## src/rtl/neopixels.sv

```systemverilog
// WS2812 frame driver: streams NUM_PIXELS GRB words per request on one wire, then holds a low latch.
// Optional build macro NEOPIXELS_AUTO_REFRESH_EN makes frames repeat continuously after the first request.
module neopixels #(
  parameter int         NUM_PIXELS = 8,
  parameter int         T0H_CYC    = 20,
  parameter int         T1H_CYC    = 40,
  parameter int         BIT_CYC    = 62,
  parameter int         LATCH_CYC  = 3000,
  parameter logic [7:0] BRIGHTNESS = 8'h20
) (
  input  logic       CLOCK_50,
  input  logic [1:0] KEY,
  output logic       data
);

  localparam logic [1:0] IDLE  = 2'd0;
  localparam logic [1:0] SEND  = 2'd1;
  localparam logic [1:0] LATCH = 2'd2;

  localparam int CW = (BIT_CYC > 1) ? $clog2(BIT_CYC) : 1;
  localparam int LW = (LATCH_CYC > 1) ? $clog2(LATCH_CYC) : 1;

  logic [1:0]    state;
  logic [CW-1:0] cyc_cnt;
  logic [4:0]    bit_cnt;
  logic [7:0]    pix_cnt;
  logic [LW-1:0] latch_cnt;
  logic [1:0]    f;
  logic [1:0]    sel;
  logic [23:0]   word;
  logic          rst_n;
  logic          req;
  logic          cur_bit;
  logic          last_cyc;
  logic          last_bit;
  logic          last_pix;
  logic          latch_done;

  assign rst_n = KEY[0];
  assign req   = ~KEY[1];

  // sel tracks (pixel + frame) mod 3 incrementally, so no divider is needed.
  always_comb begin
    word = '0;
    case (sel)
      2'd0:    word[23:16] = BRIGHTNESS;
      2'd1:    word[15:8]  = BRIGHTNESS;
      default: word[7:0]   = BRIGHTNESS;
    endcase
  end

  assign cur_bit    = word[5'd23 - bit_cnt];
  assign last_cyc   = (cyc_cnt == CW'(BIT_CYC - 1));
  assign last_bit   = (bit_cnt == 5'd23);
  assign last_pix   = (pix_cnt == 8'(NUM_PIXELS - 1));
  assign latch_done = (latch_cnt == LW'(LATCH_CYC - 1));

  always_ff @(posedge CLOCK_50) begin
    if (!rst_n) begin
      state     <= IDLE;
      data      <= 1'b0;
      cyc_cnt   <= '0;
      bit_cnt   <= '0;
      pix_cnt   <= '0;
      latch_cnt <= '0;
      f         <= '0;
      sel       <= '0;
    end else begin
      case (state)
        IDLE: begin
          data <= 1'b0;
          if (req) begin
            state <= SEND;
            sel   <= f;
          end
        end
        SEND: begin
          data <= (cyc_cnt < (cur_bit ? CW'(T1H_CYC) : CW'(T0H_CYC)));
          if (!last_cyc) begin
            cyc_cnt <= cyc_cnt + CW'(1);
          end else begin
            cyc_cnt <= '0;
            if (!last_bit) begin
              bit_cnt <= bit_cnt + 5'd1;
            end else begin
              bit_cnt <= '0;
              sel     <= (sel == 2'd2) ? 2'd0 : sel + 2'd1;
              if (!last_pix) begin
                pix_cnt <= pix_cnt + 8'd1;
              end else begin
                pix_cnt <= '0;
                state   <= LATCH;
                f       <= (f == 2'd2) ? 2'd0 : f + 2'd1;
              end
            end
          end
        end
        LATCH: begin
          data <= 1'b0;
          if (!latch_done) begin
            latch_cnt <= latch_cnt + LW'(1);
          end else begin
            latch_cnt <= '0;
`ifdef NEOPIXELS_AUTO_REFRESH_EN
            state <= SEND;
            sel   <= f;
`else
            state <= IDLE;
`endif
          end
        end
        default: begin
          state <= IDLE;
          data  <= 1'b0;
        end
      endcase
    end
  end

endmodule

```

## config.mk

```make
export PLATFORM = sky130hd
export DESIGN_NAME = neopixels
export DESIGN_NICKNAME = d
export VERILOG_FILES = /design/src/rtl/neopixels.sv
export SDC_FILE = /design/constraint.sdc
export NUM_CORES = 1
export LEC_CHECK = 0
export ABC_AREA = 1
export CORE_MARGIN = 2
export CORE_UTILIZATION = 55
export DETAILED_ROUTE_END_ITERATION = 7
export PLACE_DENSITY = 0.74
export SLEW_MARGIN = 20
export SYNTH_ARGS = -nofsm -noshare
export SYNTH_HDL_FRONTEND = slang
export SYNTH_SLANG_ARGS = --single-unit
```

## constraint.sdc

```tcl
create_clock -name CLOCK_50 -period 1.6 [get_ports CLOCK_50]
set_input_delay 0.48 -clock CLOCK_50 [delete_from_list [all_inputs] [get_ports CLOCK_50]]
set_output_delay 0.48 -clock CLOCK_50 [all_outputs]
set_load 0.02 [all_outputs]
```

==> metrics.txt <==
status=finished clean; CP endpoint=data; total clock buffers created by CTS=5; Yosys reg bits=38; Max IR drop VDD=550 uV; relative slew slack=80.2%; grt peak-use layer=met2; Design Power=1960 uW; layout cells sized above 1=21.8%; antenna cells=0; CP Launch Type=flop; combinational share of power=10.7%; Static Leakage=0.00104 uW; Synthesis Warnings=0; critical-path maximum fanout=3; post-layout util=67.8%; Die Y-Extent=66.5 um; unrepaired setup endpoints after global routing=true; CTS tree=built; post-synthesis net count=308; clk root buf=clkbuf_8; maximum clock insertion buffer count=2; num rows=22; Tmin final=1590 ps; met3 GRT Util=3.55%; Worst Max-Slew Pin Slew=296 ps; initial antenna violation count=0; Area growth, synth to finish=17.2%; total net switching power=487 uW; Clock power frac=38.7%; CP startpoint=bit_cnt[3]; Starting Density=57.8%; DP HPWL=3030 um; largest net degree at the start of global routing=12; Pre-antenna DRT Iters=4; Max Fclk=630 MHz; Critical Path AT=1810 ps; Hold Path Class=flop to flop; Reg2Reg Depth=9; clock skew=4.40 ps; GR Layer Usage met2=34.6%; ys flop type=dfxtp_1; final worst-path cycle share=99.1%; CP endpoint kind=flop; Clock Latency Late Sink=280 ps; Residual DRC=0; EDFF count, synth=0; GRT overflow=0; Via Count=1,857; first-pass GRT wire length=7160 um; Sw Ratio=24.8%; pwr dens=780 mW/mm^2; antenna-violating nets left=0; dpl cells=352; GRT Overall Usage=20.8%; Hold Vio Cnt, Final=0; Seq/Total Area, Yosys=35.4%; die width=66.5 um; DP Worst Slack=-47.7 ps; post-synthesis cell count=296; total die area=0.00442 mm^2; Slew Limit Fails=0; crit path kind=flop to flop; met1 GRT Util=27.0%; Distinct cells, synth=34; vias in the first global route=1,712; post-DR vias/cell=5.10; Ports=4; r2r setup slk=10 ps; core box area=0.00372 mm^2; post-cts hold buffer count=0; Reg power frac=50.7%; CTS sink cnt=38; area of the mapped netlist=0.00215 mm^2; Worst EP required=1830 ps; WL/cell=11.5 um; Fillers=318; GPL Wtd Cong=0.875; Worst Setup Slack, final=13.7 ps; max-cap violation count=0; htree depth=2; number of port buffers=3; final setup violating endpoints=0; worst reg2reg endpoint=data; Nets=327; most frequent cells in the layout=50 x nand2_1, 36 x nor2_1, 36 x dfxtp_1; worst r2r src=bit_cnt[3]; synthesized area per cell=7.26 um^2; Pint=1480 uW; clock slew at reported path FFs=70 ps; Post-Layout Cell Count=364; final wirelength=4200 um; 1st-iter DRT viols=73; commonest non-fill, non-tap cell in the layout=nand2_1; ys async rst share=0%
==> critical path: stages (launching register included) <==
cell	delay [ps]
dfxtp_2	340
inv_2	50
ha_4	270
nor2_4	30
nand2_1	50
nand4_1	140
ha_1	360
a21oi_2	130
nand2_1	70
a21oi_2	90
==> metrics by stage <==
step           instance area [um^2]  setup TNS, ps  hold WS [ps]
6_report                       2520              0           484
5_1_grt                        2520           -153           510
4_1_cts                        2420              0           481
3_5_place_dp                   2280          -47.7           468
3_3_place_gp                   2280              0           467
2_1_floorplan                  2150              0           453
==> sequential cells by signal (all words and copies together) (netlist names) <==
name,cells
latch_cnt,12
pix_cnt,8
cyc_cnt,6
bit_cnt,5
f,2
sel,2
state,2
data,1
==> timing repair <==
item | CTS | global route
resized for setup | 4 | 20
cloned | 0 | 0
setup buffers | 2 | 2
setup endpoints to repair | 2 | 8
pin swaps | 4 | 9
==> routing by layer <==
layer,routed length (um),vias up
li1,-,986
met1,2140,848
met2,1920,17
met3,85,6
met4,48,0
met5,0,-
==> logic make-up (layout without fill, tap and decap cells) <==
| group | Yosys count | after routing | synth area share (%) |
|---|---|---|---|
| buf+inv | 48 | 68 | 8.62 |
| xor+xnor | 12 | 12 | 4.89 |
| simple gates | 149 | 149 | 35.2 |
| compound gates | 40 | 40 | 10.7 |
| flops | 38 | 38 | 35.4 |
| fa+ha+maj | 9 | 9 | 5.24 |
==> synthesized netlist by cell type, types with 2 or more instances <==
| cell | number | share of area [%] |
|---|---|---|
| a21oi_1 | 21 | 4.9 |
| clkbuf_1 | 2 | 0.35 |
| dfxtp_1 | 38 | 35 |
| ha_1 | 9 | 5.2 |
| inv_1 | 36 | 6.3 |
| inv_2 | 8 | 1.4 |
| inv_4 | 2 | 0.58 |
| nand2_1 | 53 | 9.3 |
| nand2_2 | 3 | 0.87 |
| nand2_4 | 2 | 1.0 |
| nand3_1 | 25 | 5.8 |
| nor2_1 | 38 | 6.6 |
| nor2_2 | 3 | 0.87 |
| nor2_8 | 2 | 1.9 |
| nor3_1 | 13 | 3.0 |
| nor3b_2 | 2 | 1.2 |
| o21ai_0 | 11 | 2.6 |
| o21ai_1 | 2 | 0.47 |
| xnor2_1 | 3 | 1.2 |
| xor2_1 | 9 | 3.7 |
==> final cells by class <==
class                      count  area (um^2)  area share (%)
tap                           48         60.1            2.38
clock buffer                   8          110            4.37
sequential                    38          763            30.3
multi-input combinational    210         1280            51.0
inverter                      46          178            7.05
timing repair buffer          14          124            4.92
==> power by group through the flow <==
stage | clock network, uW | logic [uW] | registers, uW
after global placement | 0 | 195 | 1010
after floorplan | 0 | 144 | 1010
after CTS | 783 | 197 | 993
after global routing | 822 | 234 | 998
final | 760 | 209 | 995
after detailed placement | 0 | 198 | 1010
==> how the worst min path moves through the flow <==
stage / from / to / slack, ps / depth (start not counted)
final: latch_cnt[1] / latch_cnt[1] / 480 / 2
after global routing: latch_cnt[1] / latch_cnt[1] / 510 / 2
after CTS: sel[0] / sel[0] / 480 / 2
after detailed placement: sel[0] / sel[0] / 470 / 2
after global placement: latch_cnt[7] / latch_cnt[7] / 470 / 2
after floorplan: sel[0] / sel[0] / 450 / 2
Note: power is estimated with default switching activity, not from simulation.
